==> config.mk <==
export PLATFORM = sky130hd
export DESIGN_NAME = countdown_timer_flat
export DESIGN_NICKNAME = d
export VERILOG_FILES = /design/src/rtl/countdown_timer_if.sv /design/src/rtl/countdown_timer.sv /design/src/flat_wrapper.sv
export SDC_FILE = /design/constraint.sdc
export NUM_CORES = 1
export LEC_CHECK = 0
export BUFFER_PORTS_ARGS = -buffer_cell sky130_fd_sc_hd__buf_2
export CAP_MARGIN = 30
export CORE_MARGIN = 4
export CORE_UTILIZATION = 52
export CTS_BUF_LIST = sky130_fd_sc_hd__clkbuf_8
export DETAILED_ROUTE_END_ITERATION = 12
export PLACE_DENSITY = 0.85
export SETUP_SLACK_MARGIN = 0.1
export SYNTH_ARGS = -nofsm -noshare
export SYNTH_HDL_FRONTEND = slang
export SYNTH_SLANG_ARGS = --single-unit
==> constraint.sdc <==
create_clock -name CP -period 2.74 [get_ports CP]
set_input_delay 0.274 -clock CP [delete_from_list [all_inputs] [get_ports CP]]
set_output_delay 0.274 -clock CP [all_outputs]
set_load 0.01 [all_outputs]
==> src/rtl/countdown_timer_if.sv <==
// countdown_timer_if: control, preset and display bundle for the BCD mm:ss
// countdown timer. The BEEP wire exists only when COUNTDOWN_BEEP_EN is defined.
// master = controller/driver side, slave = timer side.
interface countdown_timer_if;
  logic       EN;
  logic       LD;
  logic       START;
  logic       PAUSE;
  logic [3:0] PRE_MT;
  logic [3:0] PRE_MU;
  logic [3:0] PRE_ST;
  logic [3:0] PRE_SU;
  logic [3:0] QMT;
  logic [3:0] QMU;
  logic [3:0] QST;
  logic [3:0] QSU;
  logic       RUN;
  logic       DONE;
  logic       ZERO;
`ifdef COUNTDOWN_BEEP_EN
  logic       BEEP;
`endif

  modport master (
    output EN, LD, START, PAUSE, PRE_MT, PRE_MU, PRE_ST, PRE_SU,
    input  QMT, QMU, QST, QSU, RUN, DONE, ZERO
`ifdef COUNTDOWN_BEEP_EN
    , input BEEP
`endif
  );

  modport slave (
    input  EN, LD, START, PAUSE, PRE_MT, PRE_MU, PRE_ST, PRE_SU,
    output QMT, QMU, QST, QSU, RUN, DONE, ZERO
`ifdef COUNTDOWN_BEEP_EN
    , output BEEP
`endif
  );
endinterface

==> src/rtl/countdown_timer.sv <==
// countdown_timer: BCD mm:ss down-counter. Loads a saturated BCD preset,
// decrements one second per EN tick while running, pulses DONE for one cycle
// on reaching 00:00 and then holds until a new load or reset.
// Optional feature macro: COUNTDOWN_BEEP_EN adds the BEEP alarm output and its
// EN-tick counter; without it the timer behaves identically minus BEEP.
module countdown_timer #(
  parameter int MT_MAX     = 5,
  parameter int BEEP_TICKS = 10
) (
  input logic               CP,
  input logic               nCR,
  countdown_timer_if.slave  bus
);

  // Elaboration-time sanity on the configuration.
  if (MT_MAX < 0 || MT_MAX > 9) begin : g_bad_mt_max
    $error("countdown_timer: MT_MAX must be a BCD digit");
  end
  if (BEEP_TICKS < 1) begin : g_bad_beep_ticks
    $error("countdown_timer: BEEP_TICKS must be at least 1");
  end

  localparam logic [3:0] MT_LIM = 4'(MT_MAX);

  typedef enum logic [1:0] {
    S_IDLE    = 2'd0,
    S_RUN     = 2'd1,
    S_PAUSE   = 2'd2,
    S_EXPIRED = 2'd3
  } state_t;

  state_t     state_q;
  logic [3:0] mt_q, mu_q, st_q, su_q;
  logic       run_q;
  logic       done_q;

  logic [3:0] pre_mt_sat, pre_mu_sat, pre_st_sat, pre_su_sat;
  logic [3:0] mt_dec, mu_dec, st_dec, su_dec;
  logic       count_zero;
  logic       dec_zero;
  logic       dec_now;
  logic       expire_now;

  // Clamp preset digits into the legal range of each position.
  always_comb begin
    pre_mt_sat = (bus.PRE_MT > MT_LIM) ? MT_LIM : bus.PRE_MT;
    pre_mu_sat = (bus.PRE_MU > 4'd9)   ? 4'd9   : bus.PRE_MU;
    pre_st_sat = (bus.PRE_ST > 4'd5)   ? 4'd5   : bus.PRE_ST;
    pre_su_sat = (bus.PRE_SU > 4'd9)   ? 4'd9   : bus.PRE_SU;
  end

  // One-second decrement with ripple borrow through the four BCD digits.
  // Only used while running, where the count is never 00:00.
  always_comb begin
    mt_dec = mt_q;
    mu_dec = mu_q;
    st_dec = st_q;
    su_dec = su_q;
    if (su_q != 4'd0) begin
      su_dec = su_q - 4'd1;
    end else begin
      su_dec = 4'd9;
      if (st_q != 4'd0) begin
        st_dec = st_q - 4'd1;
      end else begin
        st_dec = 4'd5;
        if (mu_q != 4'd0) begin
          mu_dec = mu_q - 4'd1;
        end else begin
          mu_dec = 4'd9;
          mt_dec = mt_q - 4'd1;
        end
      end
    end
  end

  assign count_zero = (mt_q == 4'd0) && (mu_q == 4'd0) && (st_q == 4'd0) && (su_q == 4'd0);
  assign dec_zero   = (mt_dec == 4'd0) && (mu_dec == 4'd0) && (st_dec == 4'd0) && (su_dec == 4'd0);

  // A tick only counts in RUN when no higher-priority control is present.
  assign dec_now    = (state_q == S_RUN) && !bus.LD && !bus.PAUSE && !bus.START && bus.EN;
  assign expire_now = dec_now && dec_zero;

  // Timer FSM: state, digit registers and the registered RUN/DONE outputs.
  always_ff @(posedge CP) begin
    if (!nCR) begin
      state_q <= S_IDLE;
      mt_q    <= 4'd0;
      mu_q    <= 4'd0;
      st_q    <= 4'd0;
      su_q    <= 4'd0;
      run_q   <= 1'b0;
      done_q  <= 1'b0;
    end else begin
      done_q <= 1'b0;
      if (bus.LD) begin
        mt_q    <= pre_mt_sat;
        mu_q    <= pre_mu_sat;
        st_q    <= pre_st_sat;
        su_q    <= pre_su_sat;
        state_q <= S_IDLE;
        run_q   <= 1'b0;
      end else begin
        case (state_q)
          S_IDLE: begin
            if (bus.START && !count_zero) begin
              state_q <= S_RUN;
              run_q   <= 1'b1;
            end
          end
          S_RUN: begin
            if (bus.PAUSE) begin
              state_q <= S_PAUSE;
              run_q   <= 1'b0;
            end else if (dec_now) begin
              mt_q <= mt_dec;
              mu_q <= mu_dec;
              st_q <= st_dec;
              su_q <= su_dec;
              if (dec_zero) begin
                state_q <= S_EXPIRED;
                run_q   <= 1'b0;
                done_q  <= 1'b1;
              end
            end
          end
          S_PAUSE: begin
            if (bus.START) begin
              state_q <= S_RUN;
              run_q   <= 1'b1;
            end
          end
          default: begin
            // EXPIRED holds 00:00 until a load or reset.
          end
        endcase
      end
    end
  end

`ifdef COUNTDOWN_BEEP_EN
  localparam int BCW = (BEEP_TICKS > 1) ? $clog2(BEEP_TICKS) : 1;
  localparam logic [BCW-1:0] BEEP_LAST = BCW'(BEEP_TICKS - 1);

  logic           beep_q;
  logic [BCW-1:0] beep_cnt_q;

  // Alarm level: rises on the expiry edge, falls after BEEP_TICKS further ticks.
  always_ff @(posedge CP) begin
    if (!nCR || bus.LD) begin
      beep_q     <= 1'b0;
      beep_cnt_q <= '0;
    end else if (expire_now) begin
      beep_q     <= 1'b1;
      beep_cnt_q <= '0;
    end else if (beep_q && bus.EN) begin
      if (beep_cnt_q == BEEP_LAST) begin
        beep_q <= 1'b0;
      end else begin
        beep_cnt_q <= beep_cnt_q + 1'b1;
      end
    end
  end

  assign bus.BEEP = beep_q;
`else
  logic unused_expire;
  assign unused_expire = expire_now;
`endif

  assign bus.QMT  = mt_q;
  assign bus.QMU  = mu_q;
  assign bus.QST  = st_q;
  assign bus.QSU  = su_q;
  assign bus.RUN  = run_q;
  assign bus.DONE = done_q;
  assign bus.ZERO = count_zero;

endmodule

==> src/flat_wrapper.sv <==
// flat-port wrapper written by rule: the top's interface ports become plain ports
module countdown_timer_flat 
#(
  parameter int MT_MAX     = 5,
  parameter int BEEP_TICKS = 10
)
  (CP, nCR, bus_EN, bus_LD, bus_START, bus_PAUSE, bus_PRE_MT, bus_PRE_MU, bus_PRE_ST, bus_PRE_SU, bus_QMT, bus_QMU, bus_QST, bus_QSU, bus_RUN, bus_DONE, bus_ZERO);
  countdown_timer_if bus_i ();
  input logic CP;
  input logic nCR;
  input wire logic [$bits(bus_i.EN)-1:0] bus_EN;
  input wire logic [$bits(bus_i.LD)-1:0] bus_LD;
  input wire logic [$bits(bus_i.START)-1:0] bus_START;
  input wire logic [$bits(bus_i.PAUSE)-1:0] bus_PAUSE;
  input wire logic [$bits(bus_i.PRE_MT)-1:0] bus_PRE_MT;
  input wire logic [$bits(bus_i.PRE_MU)-1:0] bus_PRE_MU;
  input wire logic [$bits(bus_i.PRE_ST)-1:0] bus_PRE_ST;
  input wire logic [$bits(bus_i.PRE_SU)-1:0] bus_PRE_SU;
  output wire logic [$bits(bus_i.QMT)-1:0] bus_QMT;
  output wire logic [$bits(bus_i.QMU)-1:0] bus_QMU;
  output wire logic [$bits(bus_i.QST)-1:0] bus_QST;
  output wire logic [$bits(bus_i.QSU)-1:0] bus_QSU;
  output wire logic [$bits(bus_i.RUN)-1:0] bus_RUN;
  output wire logic [$bits(bus_i.DONE)-1:0] bus_DONE;
  output wire logic [$bits(bus_i.ZERO)-1:0] bus_ZERO;
  assign bus_i.EN = bus_EN;
  assign bus_i.LD = bus_LD;
  assign bus_i.START = bus_START;
  assign bus_i.PAUSE = bus_PAUSE;
  assign bus_i.PRE_MT = bus_PRE_MT;
  assign bus_i.PRE_MU = bus_PRE_MU;
  assign bus_i.PRE_ST = bus_PRE_ST;
  assign bus_i.PRE_SU = bus_PRE_SU;
  assign bus_QMT = bus_i.QMT;
  assign bus_QMU = bus_i.QMU;
  assign bus_QST = bus_i.QST;
  assign bus_QSU = bus_i.QSU;
  assign bus_RUN = bus_i.RUN;
  assign bus_DONE = bus_i.DONE;
  assign bus_ZERO = bus_i.ZERO;
  countdown_timer #(.MT_MAX(MT_MAX), .BEEP_TICKS(BEEP_TICKS)) u_core (.CP(CP), .nCR(nCR), .bus(bus_i));
endmodule
### Word-level counts from Yosys, hierarchy flattened

Index checks and enable logic that the tools add are counted.

* add/sub/neg operators: 4
* $lt $le $gt $ge: 4
* eq/ne operators: 7
* muxes and demuxes: 42
* bitwise gates (word level): 3
* reductions and logical operators: 34

Operator list (number)
* $mux 4: 29
* $logic_not 4->1: 8
* $sub 4x1->4 const B: 4
* $reduce_bool 4->1: 3
* $logic_and 1x1->1: 11
* $mux 2: 5
* $gt 4x3->1 const B: 2
* $gt 4x4->1 const B: 2
* $mux 1: 6
* $ne 3x2->1 const B: 2
* $pmux 2 s3: 1
* $reduce_and 5->1: 1
* $reduce_or 5->1: 1
* $logic_not 1->1: 4
* $ne 2x2->1 const B: 2
* $reduce_bool 2->1: 2
* $not 1->1: 3
* $pmux 1 s3: 1
* $reduce_and 3->1: 1
* $reduce_bool 3->1: 1
* $eq 2x1->1 const B: 1
* $eq 2x2->1 const B: 1
* $logic_not 2->1: 1
* $ne 2x1->1 const B: 1
* $reduce_or 2->1: 1

* register bits after elaboration: 20
* input port bits: 22
* output and inout bits: 19
* logic and storage cells: 101

### Depth between registers and ports, before layout

Gate-level depths: netlist of run 1.

* depth after elaboration: 12
* depth in mapped cells: 6
* mapped depth without buffers: 6

### Worst setup path before layout of run 1

No wires, ideal clock.

* kind: register -> register
* start point: reg u_core.su_q[2], in the netlist u_core.bus.QSU[2]
* end point: reg u_core.mu_q[2], in the netlist u_core.bus.QMU[2]
* library setup time: 0.060 ns
* arrival: 1.961 ns
* data required time: 2.680 ns
* setup slack: 0.719 ns
* cell stages (with the launch flop): 6
* path buffers: 0
* period minus slack after synthesis: 2.021 ns
* cell sequence: dfxtp_1 or4_4 nand4b_4 or4_4 nor3b_2 o311a_1

* cells in the longest elaborated chain, start to end: 6

RTL lines
* start: declaration: line countdown_timer.sv:33 `logic [3:0] mt_q, mu_q, st_q, su_q;`
* start signal: assignment: line countdown_timer.sv:100 `su_q <= pre_su_sat;`
* start signal: assignment: line countdown_timer.sv:119 `su_q <= su_dec;`
* $reduce_bool 4->1: line countdown_timer.sv:59 `if (su_q != 4'd0) begin`
* $mux 4: line countdown_timer.sv:59
* $mux 4: line countdown_timer.sv:115 `end else if (dec_now) begin`
* $mux 4: line countdown_timer.sv:112 `if (bus.PAUSE) begin`
* $mux 4: line countdown_timer.sv:104 `case (state_q)`
* $mux 4: line countdown_timer.sv:96 `if (bus.LD) begin`
* end signal: assignment: line countdown_timer.sv:98 `mu_q <= pre_mu_sat;`
* end signal: assignment: line countdown_timer.sv:117 `mu_q <= mu_dec;`
* end: declaration: line countdown_timer.sv:33

Every way passes these cells. The select of a mux whose other input is x is not followed.
A chain may end at the register's enable or synchronous reset.

### Worst setup path in the final report of run 1

* start point: reg u_core.st_q[1], in the netlist u_core.bus.QST[1]
* end point: out bus_ZERO

* cells in the longest elaborated chain, start to end: 3

RTL lines
* start: declaration: line countdown_timer.sv:33
* start signal: assignment: line countdown_timer.sv:99 `st_q <= pre_st_sat;`
* start signal: assignment: line countdown_timer.sv:118 `st_q <= st_dec;`
* $logic_not 4->1: line countdown_timer.sv:77 `assign count_zero = (mt_q == 4'd0) && (mu_q == 4'd0) && (st_q == 4'd0) && (su_q == 4'd0);`
* $logic_and 1x1->1 (2 in a row): line countdown_timer.sv:77
* end: declaration: line flat_wrapper.sv:25 `output wire logic [$bits(bus_i.ZERO)-1:0] bus_ZERO;`

Every way passes these cells.

==> impl_metrics.yaml, run 1 <==
run_status:
  outcome: "complete, no violations"
worst_setup_path:
  arrival_ns: 1.91
  cpPeakStageDelay_ns: 0.67
  worst_setup_path_start_kind: "register"
  critPathLaunch: "u_core.bus.QST[1]$_SDFFE_PN0P_"
  r2r_start: "u_core.bus.QST[1]$_SDFFE_PN0P_"
  critPathBufInv: 2
  path_cells: "or4_1, nor2_1, nand4_1, inv_1, buf_2"
  crit_cells: 5
  reg2reg_to: "u_core.bus.QMT[3]$_SDFFE_PN0P_"
  r2r_cells: 5
  crit_type: "reg -> out"
  path_delay_family: "simple AND/OR/NAND/NOR gates"
  reg2reg_slack_ns: 0.58
  cp_max_fo: 7
  end_kind: "output pin"
  endpoint: "bus_ZERO"
  cpMaxStageDelayCell: "or4_1"
  required_ns: 2.47
clock_tree:
  cts_resized: 0
  root_buffer: "clkbuf_8"
  cts_buffers: 3
  cts_sinks: 20
  htreeDepth: 1
  cts_tree: "built"
  post-cts-setup-buffer-count: 0
  postCtsHoldBufs: 0
  insertion_delay_ns: 0.26
  path_clk_slew_ns: 0.07
  cts_buffer_depth: 2
detailed_routing:
  antenna_left: 0
  vias_per_cell: 6.12
  drc_errors: 0
  post_drt_wl_per_cell_um: 15.0
  drt_first_pass_iters: 4
  vias: 1328
  routed_wl_um: 3250
  drt_iter0_drc: 61
timing:
  fmax_mhz: 458
  period_needed_ns: 2.18
  final.setup.tns_ns: 0
  rsz0062_at_grt: "false"
  finClkSkew_ns: 0.00522
  worst_pin_slew_ns: 0.574
  worst_slack_ns: 0.558
  hold_violations: 0
  holdWs_ns: 0.251
  slew_violations: 0
  slew_headroom_pct: 61.2
  setup_violations: 0
  fin_crit_sh_pct: 79.6
floorplanning:
  rows: 17
  die_y_um: 56.8
  start_util_pct: 55.5
  core_area_um2: 2230
  die_area_um2: 3230
  boundaryPins: 41
  fp.dieW_um: 56.8
synthesis:
  synth_area_leader_cell: "dfxtp_1"
  ys_ff_latch: 20
  synthArstFlopShare_pct: 0
  synth-edff-count: 0
  yosysUniqueCellTypes: 47
  synth_sequential_area_ratio_pct: 32.3
  yosysWarnings: 0
  syn_nets: 179
  yosysMostFrequentCell: "nor2_1"
  synth_top_area_share_pct: 32.3
  synth_area_per_cell_um2: 7.99
  synthFlopType: "dfxtp_1"
  ys_top_cells_by_count: "nor2_1, dfxtp_1, o21ai_0, inv_1, clkbuf_1"
  netlist_instances: 155
  synthesis.area_um2: 1240
  synthTopCellsByArea: "dfxtp_1, nor2_1, o21ai_0"
cells_and_area:
  drive_above_1_share_pct: 26.5
  fin_util_pct: 66.3
  syn_to_final_growth_pct: 19.6
  antenna_cells: 0
  nNetsFinal: 215
grt:
  track_usage_pct: 20.4
  grt_max_degree: 32
  overflow: 0
  grt_pass1_wl_um: 5240
  antenna_found_initial: 0
  grt_pass1_vias: 1248
place:
  dp_hpwl_um: 2400
  port_buffers: 40
  gp_congestion: 0.873
  dp_slack_ns: 0.438
power_and_ir_drop:
  p_switching_uw: 196
  power_frac_clock_pct: 28.8
  p_per_area_nw_per_um2: 447
  finalPower_uw: 662
  p_leak_nw: 0.666
  internal-power_uw: 466
  ir_drop_mv: 0.355
  p_comb_share_pct: 21.6
  p_seq_share_pct: 49.6
  swShare_pct: 29.5
worst_hold_path:
  worst_hold_path_type: "in -> reg"
job:
  maxCapViolCount: 0
## registers in the layout, summed over array words and instances, names as in the netlist
name             cells
u_core.bus.QMT       4
u_core.bus.QST       4
u_core.bus.QMU       4
u_core.state_q       2
u_core.bus.QSU       4
u_core.bus.DONE      1
u_core.bus.RUN       1
## metal layers
layer / vias to the layer above / wire, um / global-route usage [%]
met5: - / 0 / 0
met4: 0 / 43 / 7.28
met3: 6 / 292 / 6.21
met2: 59 / 1580 / 34.8
met1: 612 / 1340 / 23.9
li1: 651 / - / -
## cell type report
type | count | area, um^2
tap | 28 | 35.0
multi-input combinational | 117 | 771
sequential | 20 | 400
clock buffer | 3 | 41.3
inverter | 9 | 33.8
fill | 201 | 752
timing repair buffer | 40 | 200
## how the worst min path moves through the flow
| stage | cells past startpoint | end | from |
|---|---|---|---|
| CTS | 2 | u_core.state_q[0]$_SDFFE_PP0P_ | bus_PAUSE |
| global placement | 2 | u_core.bus.QST[3]$_SDFFE_PN0P_ | u_core.bus.QST[3]$_SDFFE_PN0P_ |
| global route | 2 | u_core.state_q[0]$_SDFFE_PP0P_ | bus_PAUSE |
| detailed placement | 2 | u_core.bus.QST[3]$_SDFFE_PN0P_ | u_core.bus.QST[3]$_SDFFE_PN0P_ |
| finish | 2 | u_core.state_q[0]$_SDFFE_PP0P_ | bus_PAUSE |
| floorplan | 1 | u_core.state_q[0]$_SDFFE_PP0P_ | bus_PAUSE |
## cells in the final DEF (no fill, tap or decap), types with 2 or more instances in the layout
master / count
nand2_1: 7
ha_1: 2
o311a_1: 4
clkbuf_8: 3
a31oi_1: 2
a221oi_1: 3
dfxtp_1: 20
buf_2: 40
o21ai_0: 11
nor3b_1: 3
nand2b_1: 3
o31ai_1: 2
o21a_1: 4
inv_1: 9
a211oi_1: 2
nor3_1: 6
a21oi_1: 7
nand3_1: 6
a21boi_0: 2
nor2_1: 21
or4_4: 2
nor4_1: 2
nor2b_1: 4
## power by group through the flow
stage,Combinational (mW),Clock [mW],Sequential [mW]
floorplan,0.0877,0,0.335
global placement,0.136,0,0.332
detailed placement,0.141,0,0.334
CTS,0.142,0.194,0.327
global route,0.158,0.208,0.330
finish,0.143,0.191,0.328
## per-stage QoR
stage,cells,area (um^2)
2_1_floorplan,155,1240
6_report,217,1480
4_1_cts,217,1480
5_1_grt,217,1480
3_5_place_dp,214,1440
3_3_place_gp,214,1440
## logic make-up (layout without fill, tap and decap cells)
family	after synthesis	count (layout)	share of synthesized area [%]
AO/OA/AOI/OAI	48	48	28.5
XOR/XNOR	1	1	0.707
adder cells (fa/ha/maj)	2	2	2.02
buffers and inverters	18	52	5.45
flip-flops	20	20	32.3
multiplexers	1	1	0.808
AND/OR/NAND/NOR	65	65	30.2
Power figures use the tool's default switching activity.
==> run 2, diff against run 1 <==
==> constraint.sdc (replaced) <==
create_clock -name CP -period 2.2 [get_ports CP]
set_input_delay 0.22 -clock CP [delete_from_list [all_inputs] [get_ports CP]]
set_output_delay 0.22 -clock CP [all_outputs]
set_load 0.01 [all_outputs]
==> impl_metrics.yaml, run 2 (same netlist as run 1, synthesis figures left out) <==
grt:
  grt_max_degree: 31
  use_met2_pct: 37.8
  track_usage_pct: 22.0
  grt_pass1_vias: 1373
  use_met3_pct: 5.06
  use_met1_pct: 25.0
  antenna_found_initial: 0
  grt_pass1_wl_um: 5810
  overflow: 0
  busiest_layer: "met2"
clock_tree:
  cts_sinks: 20
  root_buffer: "clkbuf_8"
  path_clk_slew_ns: 0.07
  cts_tree: "built"
  postCtsHoldBufs: 0
  insertion_delay_ns: 0.26
  htreeDepth: 1
  cts_buffer_depth: 2
  cts_buffers: 3
floorplanning:
  die_y_um: 56.8
  start_util_pct: 55.5
  die_area_um2: 3230
  boundaryPins: 41
  core_area_um2: 2230
  fp.dieW_um: 56.8
  rows: 17
detailed_routing:
  vias_per_cell: 6.32
  routed_wl_um: 3450
  vias: 1404
  drc_errors: 0
  drt_iter0_drc: 45
  post_drt_wl_per_cell_um: 15.5
  antenna_left: 0
  drt_first_pass_iters: 4
timing:
  fin_crit_sh_pct: 91.5
  fmax_mhz: 497
  worst_pin_slew_ns: 0.427
  slew_violations: 0
  finClkSkew_ns: 0.00547
  setup_violations: 0
  period_needed_ns: 2.01
  slew_headroom_pct: 71.3
  final.setup.tns_ns: 0
  hold_violations: 0
  rsz0062_at_grt: "true"
cells_and_area:
  antenna_cells: 0
  drive_above_1_share_pct: 29.4
  mostFrequentLayoutCell: "buf_2"
  syn_to_final_growth_pct: 23.9
  design_area_um2: 1540
  layout_common_cells: "buf_2, nor2_1, dfxtp_1, o21ai_0, inv_1"
  nNetsFinal: 220
worst_setup_path:
  crit_type: "reg -> reg"
  cpMostUsedCell: "or4_4"
  end_kind: "register"
  path_cells: "or4_4, nand4b_4, or4_4, nor3b_4, o311a_1"
  r2r_cells: 5
  cpMaxStageDelayCell: "or4_4"
  arrival_ns: 2.22
  required_ns: 2.41
  cp_max_fo: 6
  worst_setup_path_start_kind: "register"
  cpPeakStageDelay_ns: 0.56
place:
  gp_congestion: 0.933
  dp_hpwl_um: 2590
  place_area_um2: 1480
  port_buffers: 40
power_and_ir_drop:
  p_per_area_nw_per_um2: 543
  finalPower_uw: 834
  p_leak_nw: 0.698
  ir_drop_mv: 0.447
worst_hold_path:
  whs_path_depth: 2
  worst_hold_path_type: "in -> reg"
run_status:
  outcome: "complete, no violations"
job:
  maxCapViolCount: 0
## run 2: cell count changes in the layout (fill, tap and decap cells not counted)
cell,change
nor3b_2,-1
or4_1,-1
or4_4,+1
nor3b_4,+1
nor4bb_1,-1
buf_4,+5
nor4bb_2,+1
## run 2: routing by layer
layer  vias to the layer above  routed length [um]  part of all wire, %
met5                         -                   0                    0
met4                         0                  68                  2.0
met3                         9                 296                  8.6
met2                        75                1680                   49
met1                       664                1410                   41
li1                        656                   -                    -
## run 2: cell type report
cell class	count	area, um^2
Sequential cell	20	400
Tap cell	28	35.0
Fill cell	200	698
Multi-Input combinational cell	117	787
Inverter	9	33.8
Clock buffer	3	41.3
Timing Repair Buffer	45	238
## run 2: final timing paths
path | from | to | slack (ns)
setup / recovery | u_core.bus.QSU[2]$_SDFFE_PN0P_ | u_core.bus.QMU[2]$_SDFFE_PN0P_ | 0.19
hold / removal | bus_PAUSE | u_core.state_q[0]$_SDFFE_PP0P_ | 0.19
setup reg to reg | u_core.bus.QSU[2]$_SDFFE_PN0P_ | u_core.bus.QMU[2]$_SDFFE_PN0P_ | 0.19
hold reg to reg | u_core.bus.QST[3]$_SDFFE_PN0P_ | u_core.bus.QST[3]$_SDFFE_PN0P_ | 0.49
## run 2: critical path, delay by kind of cell, from the launching register on
family	cells	cell delay (ns)
simple gates	4	1.42
flops	1	0.36
compound gates	1	0.18
## run 2: timing repair
action / in CTS / in global routing
resized for setup: 1 / 2
buffers inserted: 0 / 0
setup endpoints to repair: 1 / 2
## run 2: stage by stage
step | utilization, % | setup slack, ns | cells | hold slack [ns]
2_1_floorplan | - | 0.179 | 155 | 0.326
3_3_place_gp | 66.2 | 0.225 | 219 | 0.452
3_5_place_dp | 66.2 | 0.128 | 219 | 0.454
4_1_cts | 68.2 | 0.179 | 222 | 0.187
5_1_grt | 68.7 | 0.0969 | 222 | 0.208
6_report | 68.7 | 0.187 | 222 | 0.192
## run 2: where the power goes
group          internal, mW  leakage [nW]  total (mW)  switching [mW]
logic                0.0840         0.512       0.188           0.104
clock network         0.122        0.0216       0.237           0.115
registers             0.381         0.165       0.409          0.0278
==> run 3, diff against run 2 <==
--- a/config.mk
+++ b/config.mk
@@ -5,13 +5,14 @@
 export SDC_FILE = /design/constraint.sdc
 export NUM_CORES = 1
 export LEC_CHECK = 0
+export ABC_CLOCK_PERIOD_IN_PS = 2200
 export BUFFER_PORTS_ARGS = -buffer_cell sky130_fd_sc_hd__buf_2
 export CAP_MARGIN = 30
 export CORE_MARGIN = 4
 export CORE_UTILIZATION = 52
 export CTS_BUF_LIST = sky130_fd_sc_hd__clkbuf_8
 export DETAILED_ROUTE_END_ITERATION = 12
-export PLACE_DENSITY = 0.85
+export PLACE_DENSITY = 0.93
 export SETUP_SLACK_MARGIN = 0.1
 export SYNTH_ARGS = -nofsm -noshare
 export SYNTH_HDL_FRONTEND = slang
==> impl_metrics.yaml, run 3 (same netlist as run 1, synthesis figures left out) <==
clock_tree:
  htreeDepth: 1
  cts_sinks: 20
  root_buffer: "clkbuf_8"
  cts_buffers: 3
  insertion_delay_ns: 0.26
  cts_buffer_depth: 2
  cts_tree: "built"
  path_clk_slew_ns: 0.07
  postCtsHoldBufs: 0
grt:
  track_usage_pct: 22.1
  grt_pass1_vias: 1333
  busiest_layer: "met2"
  grt_pass1_wl_um: 5750
  use_met3_pct: 5.75
  antenna_found_initial: 0
  overflow: 0
  use_met1_pct: 24.9
  grt_max_degree: 31
  use_met2_pct: 37.6
worst_setup_path:
  reg2reg_to: "u_core.bus.QMU[2]$_SDFFE_PN0P_"
  cpMaxStageDelayCell: "or4_4"
  required_ns: 2.41
  end_kind: "register"
  r2r_start: "u_core.bus.QSU[2]$_SDFFE_PN0P_"
  arrival_ns: 2.22
  reg2reg_slack_ns: 0.19
  critPathBufInv: 0
  cp_max_fo: 6
  r2r_cells: 5
  cpMostUsedCell: "or4_4"
  path_delay_family: "simple AND/OR/NAND/NOR gates"
  path_cells: "or4_4, nand4b_4, or4_4, nor3b_4, o311a_1"
  worst_setup_path_start_kind: "register"
  cpPeakStageDelay_ns: 0.55
  crit_type: "reg -> reg"
place:
  gp_congestion: 0.882
  placed_cells: 220
  dp_hpwl_um: 2570
  port_buffers: 40
cells_and_area:
  fin_util_pct: 68.9
  final_cells: 223
  mostFrequentLayoutCell: "buf_2"
  antenna_cells: 0
  syn_to_final_growth_pct: 24.2
  layout_common_cells: "buf_2, nor2_1, dfxtp_1, o21ai_0, inv_1"
  nNetsFinal: 221
  drive_above_1_share_pct: 30.3
timing:
  final.setup.tns_ns: 0
  fmax_mhz: 497
  slew_violations: 0
  hold_violations: 0
  rsz0062_at_grt: "false"
  worst_pin_slew_ns: 0.432
  slew_headroom_pct: 70.9
  finClkSkew_ns: 0.00191
  period_needed_ns: 2.01
  setup_violations: 0
  holdWs_ns: 0.207
  fin_crit_sh_pct: 91.4
floorplanning:
  boundaryPins: 41
  core_area_um2: 2230
  die_y_um: 56.8
  rows: 17
  start_util_pct: 55.5
  die_area_um2: 3230
  fp.dieW_um: 56.8
power_and_ir_drop:
  swShare_pct: 29.9
  finalPower_uw: 840
  internal-power_uw: 589
  power_frac_clock_pct: 28.9
  p_per_area_nw_per_um2: 546
  ir_drop_mv: 0.533
  p_switching_uw: 251
  p_comb_share_pct: 22.3
  p_seq_share_pct: 48.8
  p_leak_nw: 0.704
detailed_routing:
  drc_errors: 0
  drt_first_pass_iters: 5
  antenna_left: 0
  routed_wl_um: 3430
  post_drt_wl_per_cell_um: 15.4
  drt_iter0_drc: 51
  vias: 1407
  vias_per_cell: 6.31
worst_hold_path:
  worst_hold_path_type: "in -> reg"
  min_to: "u_core.state_q[0]$_SDFFE_PP0P_"
  whs_path_depth: 2
  min_from: "bus_PAUSE"
run_status:
  outcome: "complete, no violations"
job:
  maxCapViolCount: 0
==> run 3: cell types whose count changed in the layout (fill, tap and decap cells not counted) <==
cell	change
nor4bb_2	-1
buf_4	+1
dfxtp_2	+2
nor4bb_1	+1
dfxtp_1	-2
==> run 3: per-layer routing <==
layer	up-vias	part of all wire [%]
li1	660	-
met1	668	40
met5	-	0
met4	0	2.7
met3	11	8.6
met2	68	49
==> run 3: metrics by stage <==
step / worst slack (ns) / instance area, um^2
after global placement: 0.226 / 1490
after detailed placement: 0.155 / 1490
after CTS: 0.112 / 1530
after global routing: 0.102 / 1540
final: 0.188 / 1540
after floorplan: 0.179 / 1240
==> run 3: worst max-delay path by stage <==
stage / start / to / depth (start not counted)
2_1_floorplan: u_core.bus.QSU[2]$_SDFFE_PN0P_ / u_core.bus.QMU[2]$_SDFFE_PN0P_ / 5
3_3_place_gp: u_core.bus.QST[1]$_SDFFE_PN0P_ / u_core.bus.QMU[2]$_SDFFE_PN0P_ / 4
3_5_place_dp: u_core.bus.QST[1]$_SDFFE_PN0P_ / u_core.bus.QMU[2]$_SDFFE_PN0P_ / 4
4_1_cts: u_core.bus.QST[1]$_SDFFE_PN0P_ / bus_ZERO / 5
5_1_grt: u_core.bus.QSU[2]$_SDFFE_PN0P_ / u_core.bus.QMU[2]$_SDFFE_PN0P_ / 5
6_report: u_core.bus.QSU[2]$_SDFFE_PN0P_ / u_core.bus.QMU[2]$_SDFFE_PN0P_ / 5
==> run 3: area by class of cell <==
type / instances / area, um^2
Multi-Input combinational cell: 117 / 781
Fill cell: 201 / 694
Sequential cell: 20 / 403
Timing Repair Buffer: 46 / 245
Clock buffer: 3 / 41.3
Tap cell: 28 / 35.0
Inverter: 9 / 33.8
==> run 3: power by group through the flow <==
stage	sequential, mW	combinational (mW)	clock (mW)
floorplan	0.417	0.109	0
finish	0.410	0.187	0.243
global placement	0.413	0.175	0
CTS	0.408	0.184	0.244
detailed placement	0.416	0.183	0
global route	0.413	0.207	0.262
==> run 3: repair_timing <==
action / in CTS / in global routing
endpoints found under the setup margin: 0 / 8
resized for setup: 0 / 4
buffers inserted: 0 / 0
